<file path="src/rtl/mp_add_seq.sv">
// mp_add_seq: sequential multi-precision add/subtract controller wrapped
// around an external WIDTH-bit adder. Operand limbs stream in LSB-first on a
// valid/ready interface; result limbs stream out registered, with carry,
// signed-overflow and zero flags valid on the final limb.
//
// Ports:
//   clk, rst_n                 clock, asynchronous active-low reset
//   in_valid/in_ready          operand limb handshake
//   in_a, in_b                 operand limbs
//   in_first, in_last          limb is least/most significant of an operation
//   in_sub                     A-B when set (sampled on the first limb)
//   add_a, add_b, add_cin      combinational drive to the adder
//   add_sum, add_cout          adder results
//   out_valid/out_ready        result limb handshake
//   out_sum, out_last          result limb and final-limb marker
//   out_carry, out_ovf, out_zero  operation flags, meaningful when out_last=1
module mp_add_seq #(
  parameter int unsigned WIDTH = 64
) (
  input  logic             clk,
  input  logic             rst_n,
  input  logic             in_valid,
  output logic             in_ready,
  input  logic [WIDTH-1:0] in_a,
  input  logic [WIDTH-1:0] in_b,
  input  logic             in_first,
  input  logic             in_last,
  input  logic             in_sub,
  output logic [WIDTH-1:0] add_a,
  output logic [WIDTH-1:0] add_b,
  output logic             add_cin,
  input  logic [WIDTH-1:0] add_sum,
  input  logic             add_cout,
  output logic             out_valid,
  input  logic             out_ready,
  output logic [WIDTH-1:0] out_sum,
  output logic             out_last,
  output logic             out_carry,
  output logic             out_ovf,
  output logic             out_zero
);

  logic carry_q;
  logic sub_q;
  logic zero_acc;

  logic accept;
  logic sub_eff;
  logic zero_nxt;
  logic carry_into_msb;

  // Single output register: a limb can enter whenever the slot is free or
  // being drained in the same cycle.
  assign in_ready = !out_valid || out_ready;
  assign accept   = in_valid && in_ready;

  // A first limb restarts the chain from the port, ignoring any stale state.
  assign sub_eff = in_first ? in_sub : sub_q;
  assign add_a   = in_a;
  assign add_b   = sub_eff ? ~in_b : in_b;
  assign add_cin = in_first ? in_sub : carry_q;

  assign zero_nxt       = (in_first || zero_acc) && (add_sum == '0);
  assign carry_into_msb = add_a[WIDTH-1] ^ add_b[WIDTH-1] ^ add_sum[WIDTH-1];

  // Inter-limb chain state; cleared after the final limb of an operation.
  always_ff @(posedge clk or negedge rst_n) begin
    if (!rst_n) begin
      carry_q  <= 1'b0;
      sub_q    <= 1'b0;
      zero_acc <= 1'b1;
    end else if (accept) begin
      if (in_first) begin
        sub_q <= in_sub;
      end
      if (in_last) begin
        carry_q  <= 1'b0;
        zero_acc <= 1'b1;
      end else begin
        carry_q  <= add_cout;
        zero_acc <= zero_nxt;
      end
    end
  end

  // Result register; flags only update on the final limb and hold otherwise.
  always_ff @(posedge clk or negedge rst_n) begin
    if (!rst_n) begin
      out_valid <= 1'b0;
      out_sum   <= '0;
      out_last  <= 1'b0;
      out_carry <= 1'b0;
      out_ovf   <= 1'b0;
      out_zero  <= 1'b0;
    end else if (accept) begin
      out_valid <= 1'b1;
      out_sum   <= add_sum;
      out_last  <= in_last;
      if (in_last) begin
        out_carry <= add_cout;
        out_ovf   <= carry_into_msb ^ add_cout;
        out_zero  <= zero_nxt;
      end
    end else if (out_ready) begin
      out_valid <= 1'b0;
    end
  end

endmodule

</file>
<file path="config.mk">
export PLATFORM = sky130hd
export DESIGN_NAME = mp_add_seq
export DESIGN_NICKNAME = d
export VERILOG_FILES = /design/src/rtl/mp_add_seq.sv
export SDC_FILE = /design/constraint.sdc
export NUM_CORES = 1
export LEC_CHECK = 0
export ABC_AREA = 1
export CORE_AREA = 4 4 153 155
export CTS_BUF_LIST = sky130_fd_sc_hd__clkbuf_4 sky130_fd_sc_hd__clkbuf_8 sky130_fd_sc_hd__clkbuf_16
export DETAILED_ROUTE_END_ITERATION = 8
export DIE_AREA = 0 0 157 159
export HOLD_SLACK_MARGIN = 0.03
export PLACE_DENSITY = 0.6
export RECOVER_POWER = 50
export SETUP_SLACK_MARGIN = 0.4
export SLEW_MARGIN = 20
export SYNTH_ARGS = -nofsm -noshare
export SYNTH_HDL_FRONTEND = slang
export SYNTH_SLANG_ARGS = --single-unit
</file>
<file path="constraint.sdc">
create_clock -name clk -period 2.1 [get_ports clk]
set_clock_uncertainty 0.05 [all_clocks]
set_input_delay 0.315 -clock clk [delete_from_list [all_inputs] [get_ports clk]]
set_output_delay 0.315 -clock clk [all_outputs]
set_load 0.02 [all_outputs]
</file>
==> run metrics, run 1 <==
unrepaired setup endpoints after global routing true; largest family of logic cells by synthesized area simple AND/OR/NAND/NOR gates; Synth top area share 42.11%; wire length of the first global-routing pass 27.33 mm; hold-critical path depth 2; Max Slew Vio Count 0; Avg Synthesized Cell Area 8.256 sq um; core occupancy in the finished layout 35.02%; WL/cell 18.53 um; Synth top cells by count nand2_1 (188), dfrtp_1 (71), buf_4 (68); launching point of the worst reg2reg path out_valid; DP Wirelength 16.06 mm; arrival time of the worst setup path 1.60 ns; number of buffer and inverter instances along the worst setup path 3; CTS HTree Levels 3; Worst Hold End out_sum[14]; cell type of the slowest stage on the worst timing path dfrtp_1; Die Ht 159 um; Leakage 3.985 nW; peak clock frequency supported by timing 0.5083 GHz; total power 0.005793 W; family with the most delay on the worst path buffers and inverters; cells on worst reg2reg path 4; design area 7644 sq um; post-synthesis compound-gate area fraction 2.402%; fraction of final layout cells with drive strength greater than 1 21.05%; class of the most critical setup path reg2out; area of the mapped netlist 4219 sq um; share of flip-flops with an asynchronous set or reset 100.0%; minimum setup slack among reg-to-reg paths 0.36 ns; total number of vias 4,045; kind of start point of the critical path flip-flop; pwr/cell area 758.0 nW/um^2; transition time at the pin with the least slew margin 1.048 ns; final weighted congestion of routability-driven global placement 0.7952; path type of the worst min-delay path reg2reg; area growth from synthesis to final layout 81.17%; status completed; dominant cells by area after synthesis dfrtp_1 (42%), nand2_1 (17%), xor2_1 (13%); maximum number of pins on one net before global-route repair 56; port buffer count 272; effective utilization at floorplan 19.33%; overall fraction of global-route tracks in use 14.89%; Die X 157 um; Fin Hold WS 0.4187 ns; Worst VDD drop 332.8 uV; WL met1 6.154 mm; adder-cell area share of the yosys netlist 0%; share of the yosys chip area belonging to registers 42.73%; CP max FO 5; area of the die 24,960 sq um; Synth Flop Type dfrtp_1; min Tclk post-route 1.967 ns; number of enable-type register cells in the synthesized netlist 0; highest routing layer actually used met5; Synthesized Nets 711; reg-to-reg critical path endpoint out_sum[20]; mux contribution to synthesized area 0%; number of setup violations in the final report 0; critical path, cell by cell nand2_4 -> nand2_8 -> buf_6 -> xor2_2 -> buf_4 -> buf_12; worst path required time 1.74 ns; clock net sink count 72; total placed instance area 6943 sq um; row count 54; via count of the first global-routing pass 4,330; simple-gate share of the synthesized area 23.40%; clock tree buffer depth 2; CP max stage delay 0.41 ns; First-pass DRT Iterations 4; clock buffers created by TritonCTS 9; Worst Min Path Start out_sum[14]; number of antenna-violating nets in the routed design 0; WL met2 10.59 mm; kind of end point of the critical path primary output; final-report hold violation count 0; normalized max-slew margin 30.13%; Clock Root Buffer clkbuf_16; cell with the most instances after synthesis nand2_1; flip-flop and latch count after synthesis 72; share of the cycle needed by the critical path after routing 93.68%; synthesis warning total 0; met3 wire length 2.004 mm; clock tree from TritonCTS yes; total congestion overflow 0; routed vias/inst 3.878; number of library cell types mapped by synthesis 22; drt first-iter violations 74; total routed wirelength 19.33 mm; final net count 955; area share of xor/xnor cells in the synthesized design 13.49%; max-cap violation count 0; number of remaining DRC errors 0; most area-hungry cell type in the Yosys netlist dfrtp_1; Clock Pin Slew Worst Setup and Hold Paths 0.06 ns; synthesized instance count 511; floorplan core area 21,820 sq um; num ports 399; number of antenna violations at the first check in global routing 4; latest clock arrival within the worst-skew pair 0.32 ns
placed cells by master, fill, tap and decap left out, types with 2 or more instances in the layout:
| cell type | instances |
|---|---|
| buf_6 | 21 |
| nand2_1 | 188 |
| inv_2 | 2 |
| nor2_1 | 34 |
| clkdlybuf4s15_2 | 2 |
| clkbuf_2 | 2 |
| xor2_4 | 2 |
| o21ai_0 | 18 |
| buf_4 | 74 |
| bufinv_16 | 2 |
| diode_2 | 3 |
| clkbuf_16 | 10 |
| dlygate4sd2_1 | 13 |
| xor2_2 | 18 |
| inv_1 | 22 |
| dlymetal6s2s_1 | 37 |
| clkinv_2 | 3 |
| nand2_8 | 4 |
| buf_12 | 10 |
| dfrtp_1 | 71 |
| xor2_1 | 44 |
| nand3_1 | 14 |
| clkdlybuf4s50_1 | 154 |
| nand2_4 | 3 |
stage by stage:
step | std cells | setup WS (ns) | setup TNS (ns)
3_3_place_gp | 1007 | -0.4328 | -22.79
2_1_floorplan | 511 | 0.6287 | 0
5_1_grt | 1043 | 0.03096 | 0
4_1_cts | 1038 | 0.08154 | 0
6_report | 1043 | 0.1328 | 0
3_5_place_dp | 1007 | -0.4551 | -24.05
registers in the layout (all words and copies together), names as in the netlist:
name       count
out_sum       64
sub_q          1
out_zero       1
carry_q        1
zero_acc       1
out_carry      1
out_last       1
out_ovf        1
out_valid      1
how the worst max path moves through the flow:
stage                     startpoint     endpoint  slack [ns]  cells after the start
after floorplan                sub_q    add_b[10]        0.63                      4
after global placement        in_sub    add_b[17]       -0.43                      6
after detailed placement      in_sub    add_b[38]       -0.46                      6
after CTS                      sub_q    add_b[25]        0.08                      6
after global routing       out_ready  out_sum[26]        0.03                      6
final                          sub_q    add_b[37]        0.13                      6
metal layers:
| layer | up-vias | track usage [%] |
|---|---|---|
| met4 | 2 | 5.089 |
| met5 | - | 0 |
| met2 | 205 | 28.63 |
| li1 | 1945 | - |
| met3 | 37 | 5.681 |
| met1 | 1856 | 14.18 |
kinds of logic (layout without fill, tap and decap cells):
family                    Yosys count  count (layout)
AOI/OAI and AO/OA                  20              20
other                               0               3
xor gates and xnor gates           65              65
buffers and inverters             109             356
DFF                                72              72
and+or+nand+nor                   245             247
where the power goes:
group,switching (W),internal [W],total [W]
logic,0.00127,0.00119,0.00246
registers,0.000103,0.00158,0.00168
clock network,0.000599,0.00105,0.00165
repair_timing:
action	CTS	global route
buffers inserted	12	1
endpoints found under the setup margin	79	104
cloned	2	1
gates resized for setup	318	70
pin swaps	3	0
endpoints found under the hold margin	35	0
hold buffers	1	0
area by class of cell:
cell class | count | area [sq um]
Tap cell | 280 | 350.3
Clock buffer | 10 | 232.7
Clock inverter | 6 | 83.83
Inverter | 25 | 96.34
Fill cell | 2284 | 14180
Sequential cell | 72 | 1803
Multi-Input combinational cell | 332 | 1892
Antenna cell | 3 | 7.507
Timing Repair Buffer | 315 | 3178
worst register-to-register path, delay by kind of cell (launching register included):
family | cells | cell delay [ns]
AO/OA/AOI/OAI | 1 | 0.22
buffers and inverters | 1 | 0.79
flip-flops | 1 | 0.34
AND/OR/NAND/NOR | 2 | 0.19
Power figures use the tool's default switching activity.
==> run 2: changes to the inputs <==
==> constraint.sdc (replaced) <==
create_clock -name clk -period 2.1 [get_ports clk]
set_clock_uncertainty 0.05 [all_clocks]
set_input_delay 0.315 -clock clk [delete_from_list [all_inputs] [get_ports clk]]
set_output_delay 0.315 -clock clk [all_outputs]
set_load 0.005 [all_outputs]
==> run 2 against run 1 <==
Power is 9.2% lower. Worst hold slack better by 0.0089 ns. Count of clock-buffer cells in the layout is 1 higher. Cell count stayed put. Sequential cell count stayed put. Combinational power is 24% lower. Critical path depth stayed put.
==> run metrics, run 2 (same netlist as run 1, synthesis figures left out) <==
status completed; area of the die 24,960 sq um; met3 GRT Util 5.926%; normalized max-slew margin 35.38%; clock tree buffer depth 2; path type of the worst min-delay path reg2reg; floorplan core area 21,820 sq um; drt first-iter violations 141; unrepaired setup endpoints after global routing true; DP Wirelength 16.07 mm; min Tclk post-route 1.952 ns; area growth from synthesis to final layout 74.79%; CP max FO 4; peak clock frequency supported by timing 0.5123 GHz; fraction of final layout cells with drive strength greater than 1 19.32%; Die X 157 um; total congestion overflow 0; kind of end point of the critical path primary output; maximum number of pins on one net before global-route repair 56; max-cap violation count 0; number of remaining DRC errors 0; First-pass DRT Iterations 4; final-report hold violation count 0; share of the cycle needed by the critical path after routing 92.95%; class of the most critical setup path reg2out; worst path required time 1.74 ns; Die Ht 159 um; fillcell total 2,295; setup TNS 0 ns; clock buffers created by TritonCTS 9; top register by number of flip-flops out_sum; clock net sink count 72; design area 7375 sq um; overall fraction of global-route tracks in use 15.16%; total number of vias 4,081; number of setup violations in the final report 0; kind of start point of the critical path flip-flop; transition time at the pin with the least slew margin 0.9693 ns; Leakage 3.478 nW; Max Slew Vio Count 0; final weighted congestion of routability-driven global placement 0.7773; wire length of the first global-routing pass 27.77 mm; Global Route met1 Usage 14.42%; number of antenna-violating nets in the routed design 0; CTS HTree Levels 3; num ports 399; most used routing layer met2; via count of the first global-routing pass 4,366; row count 54; arrival time of the worst setup path 1.59 ns; max FFs per register 64; Reg area 1803 sq um; pwr/cell area 713.4 nW/um^2; WL/cell 18.81 um; most common cell after layout, fill and taps aside clkdlybuf4s50_1; met2 track demand over resource 28.40%; final net count 956; commonest cells after routing, fill and taps aside clkdlybuf4s50_1 (201), nand2_1 (189), dfrtp_1 (71); Worst VDD drop 365.6 uV; Clock Root Buffer clkbuf_16; total routed wirelength 19.62 mm; clock tree from TritonCTS yes; port buffer count 272; total placed instance area 6880 sq um; effective utilization at floorplan 19.33%; Clock Pin Slew Worst Setup and Hold Paths 0.06 ns; number of antenna violations at the first check in global routing 3; latest clock arrival within the worst-skew pair 0.33 ns; routed vias/inst 3.913; multi-input combinational cell area 1852 sq um
==> run 2: changes by cell type in the layout (fill, tap and decap cells not counted), sizes merged <==
cell and delta:
dlymetal6s2s -37, dlygate4sd3 +1, clkdlybuf4s50 +47, clkinvlp +1
clkbuf +1, dlygate4sd2 -6, clkinv -2, diode -1
buf -4
==> run 2: power breakdown <==
part / internal (W) / total (W) / switching, W
Combinational: 0.00107 / 0.00187 / 0.000791
Clock: 0.00109 / 0.00171 / 0.000619
Sequential: 0.00158 / 0.00169 / 0.000109
Total: 0.00374 / 0.00526 / 0.00152
==> run 2: metal layers <==
layer | routed length, um | vias up | part of all wire (%)
met5 | 13 | - | 0.066
met4 | 696 | 2 | 3.5
met2 | 10530 | 213 | 54
met3 | 2031 | 43 | 10
li1 | - | 1965 | -
met1 | 6343 | 1858 | 32
==> run 2: path summary, 6_finish.rpt <==
path,startpoint,end,slack [ns],cells past startpoint
setup / recovery,sub_q,add_b[51],0.15,6
hold / removal,out_sum[7],out_sum[7],0.43,2
setup reg to reg,out_valid,out_carry,0.43,7
hold reg to reg,out_sum[7],out_sum[7],0.43,2
max in group asynchronous,rst_n,zero_acc,0.62,3
min in group asynchronous,rst_n,out_sum[38],0.61,2
==> run 2: area by class of cell <==
type,count,share of cell area [%]
Inverter,25,1.340
Clock inverter,5,1.103
Antenna cell,2,0.06787
Sequential cell,72,24.45
Tap cell,280,4.751
Clock buffer,11,3.342
Multi-Input combinational cell,332,25.11
Timing Repair Buffer,316,39.84
==> run 2: stage by stage <==
| stage | power (W) | setup WS, ns | hold slack, ns | std cells | utilization (%) |
|---|---|---|---|---|---|
| after floorplan | 0.002362 | 0.8325 | -0.03059 | 511 | - |
| after global placement | 0.003602 | -0.4013 | 0.2666 | 1004 | 31.53 |
| after detailed placement | 0.003613 | -0.4259 | 0.2657 | 1004 | 31.53 |
| after CTS | 0.005334 | 0.1213 | 0.4310 | 1036 | 33.50 |
| after global routing | 0.005555 | 0.03552 | 0.4474 | 1043 | 33.79 |
| final | 0.005261 | 0.1481 | 0.4276 | 1043 | 33.79 |
==> run 2: critical path, cell delays in order (launching register included) <==
cell and delay (ns):
dfrtp_1 0.40, nand2_4 0.18, nand2_8 0.09, buf_6 0.15, buf_6 0.13, xor2_1 0.16, buf_2 0.14
==> run 2: what timing repair did <==
item                       in CTS  in global routing
hold buffers                    1                  0
hold endpoints to repair       35                  0
setup endpoints to repair      67                 64
gates resized for setup       299                 12
pin swaps                      10                  2
gates cloned                    2                  0
setup buffers                  13                  5
==> run 3: changes to the inputs <==
--- a/config.mk
+++ b/config.mk
@@ -10,6 +10,8 @@
 export CTS_BUF_LIST = sky130_fd_sc_hd__clkbuf_4 sky130_fd_sc_hd__clkbuf_8 sky130_fd_sc_hd__clkbuf_16
 export DETAILED_ROUTE_END_ITERATION = 8
 export DIE_AREA = 0 0 157 159
+export GPL_ROUTABILITY_DRIVEN = 0
+export GPL_TIMING_DRIVEN = 0
 export HOLD_SLACK_MARGIN = 0.03
 export PLACE_DENSITY = 0.6
 export RECOVER_POWER = 50
==> run 3 against run 2 <==
Routed wire length up 6.1%. Sequential share of layout area down 3.0 points. Core utilization up 4.7 points. Design area up 14%. Largest cell class unchanged. Critical endpoint is now add_b[28]. Critical path type unchanged. Largest power group unchanged. Die area unchanged. Non-clock buffer count up 121.
==> run metrics, run 3 (same netlist as run 1, synthesis figures left out) <==
path type of the worst min-delay path reg2reg; cells on worst reg2reg path 7; arrival time of the worst setup path 1.59 ns; Worst Hold End out_ovf; number of antenna violations at the first check in global routing 7; minimum setup slack among reg-to-reg paths 0.52 ns; row count 54; Max Slew Vio Count 0; floorplan core area 21,820 sq um; cell type of the slowest stage on the worst timing path dfrtp_1; Setup crit start sub_q; kind of start point of the critical path flip-flop; total congestion overflow 0; Sequential Power Share 31.2%; area of the die 24,960 sq um; net switching power figure 0.001527 W; unrepaired setup endpoints after global routing true; class of the most critical setup path reg2out; transition time at the pin with the least slew margin 0.7383 ns; worst path required time 1.74 ns; combinational cell fraction of total power 37.4%; num ports 399; final worst slack 0.1482 ns; clock net sink count 72; pwr/cell area 644.2 nW/um^2; total power 0.005407 W; via count of the first global-routing pass 4,687; CTS HTree Levels 3; number of antenna-violating nets in the routed design 0; area growth from synthesis to final layout 98.93%; total number of vias 4,526; share of the cycle needed by the critical path after routing 92.95%; port buffer count 335; Clock Pin Slew Worst Setup and Hold Paths 0.06 ns; peak clock frequency supported by timing 0.5123 GHz; final std cells w/o fill 1,166; WL/cell 17.85 um; max-cap violation count 0; clock buffers created by TritonCTS 9; drt first-iter violations 121; max FFs per register 64; Net Sw Frac 28.24%; number of remaining DRC errors 0; DP Wirelength 17.83 mm; launching point of the worst reg2reg path out_valid; setup slack at placement -0.5788 ns; final net count 1,076; effective utilization at floorplan 19.33%; Die Ht 159 um; power share of the clock group 31.4%; min Tclk post-route 1.952 ns; Worst Min Path Start out_ovf; normalized max-slew margin 50.78%; number of setup violations in the final report 0; commonest cells after routing, fill and taps aside clkdlybuf4s50_1 (202), nand2_1 (189), buf_4 (78); most common cell after layout, fill and taps aside clkdlybuf4s50_1; CP max stage delay 0.41 ns; Clock Root Buffer clkbuf_16; hold-critical path depth 2; fraction of final layout cells with drive strength greater than 1 20.66%; Die X 157 um; overall fraction of global-route tracks in use 15.71%; Worst VDD drop 462.6 uV; clock tree buffer depth 2; critical path, cell by cell nand2_4 -> nand2_8 -> buf_12 -> xor2_1 -> dlygate4sd2_1; final-report hold violation count 0; latest clock arrival within the worst-skew pair 0.33 ns; reg-to-reg critical path endpoint out_sum[29]; wire length of the first global-routing pass 29.30 mm; setup TNS 0 ns; CP max FO 10; maximum number of pins on one net before global-route repair 47; kind of end point of the critical path primary output; core occupancy in the finished layout 38.46%; First-pass DRT Iterations 4; Leakage 3.994 nW; cell internal pwr 0.003880 W; placed instance count 1,127; top register by number of flip-flops out_sum; total routed wirelength 20.82 mm; routed vias/inst 3.882; status completed; clock tree from TritonCTS yes
[run 3: cell type report]
type / instances / area, sq um
multi-input cells: 331 / 1800
fillers: 2278 / 13430
clock inverters: 5 / 78.83
well taps: 280 / 350.3
clock buffers: 11 / 252.7
diodes: 5 / 12.51
inverters: 25 / 96.34
flip-flops and latches: 72 / 1803
repair buffers: 353 / 3333
plain buffers: 84 / 665.6
[run 3: worst max-delay path, delay by kind of cell, from the launching register on]
| family | cells | cell delay (ns) |
|---|---|---|
| xor gates and xnor gates | 1 | 0.14 |
| buffers and inverters | 2 | 0.45 |
| DFF | 1 | 0.41 |
| and+or+nand+nor | 2 | 0.26 |
[run 3: repair_timing]
action | 4_1_cts | 5_1_grt
endpoints found under the setup margin | 67 | 65
gates cloned | 2 | 0
buffers inserted | 11 | 4
pin swaps | 3 | 6
endpoints found under the hold margin | 25 | 0
hold buffers | 1 | 0
gates resized for setup | 185 | 51
[run 3: worst max path at each step]
stage | slack, ns | depth (start not counted) | to
3_3_place_gp | -2.02 | 1 | out_sum[0]
6_report | 0.15 | 5 | add_b[28]
5_1_grt | 0.08 | 6 | add_b[14]
3_5_place_dp | -0.58 | 6 | add_b[43]
4_1_cts | 0.12 | 5 | add_b[50]
2_1_floorplan | 0.83 | 4 | add_b[10]
[run 3: per-stage QoR]
| stage | hold slack [ns] | cell area, sq um |
|---|---|---|
| after global routing | 0.4524 | 8393 |
| after global placement | 0.4127 | 7923 |
| final | 0.4279 | 8393 |
| after detailed placement | 0.2146 | 7948 |
| after CTS | 0.3940 | 8341 |
| after floorplan | -0.03059 | 4219 |
[run 3: power groups by stage]
stage               registers (W)  logic (W)  clock network, W
floorplan                 0.00172   0.000644                 0
CTS                       0.00169    0.00207           0.00176
global route              0.00171    0.00220           0.00181
global placement          0.00170    0.00212                 0
finish                    0.00169    0.00202           0.00170
detailed placement        0.00170    0.00214                 0
[run 3: layer usage]
| metal | GRT usage [%] | routed length [um] |
|---|---|---|
| met1 | 15.13 | 6824 |
| met2 | 30.13 | 11440 |
| met3 | 5.328 | 1976 |
| met4 | 6.114 | 561 |
| met5 | 0 | 14 |
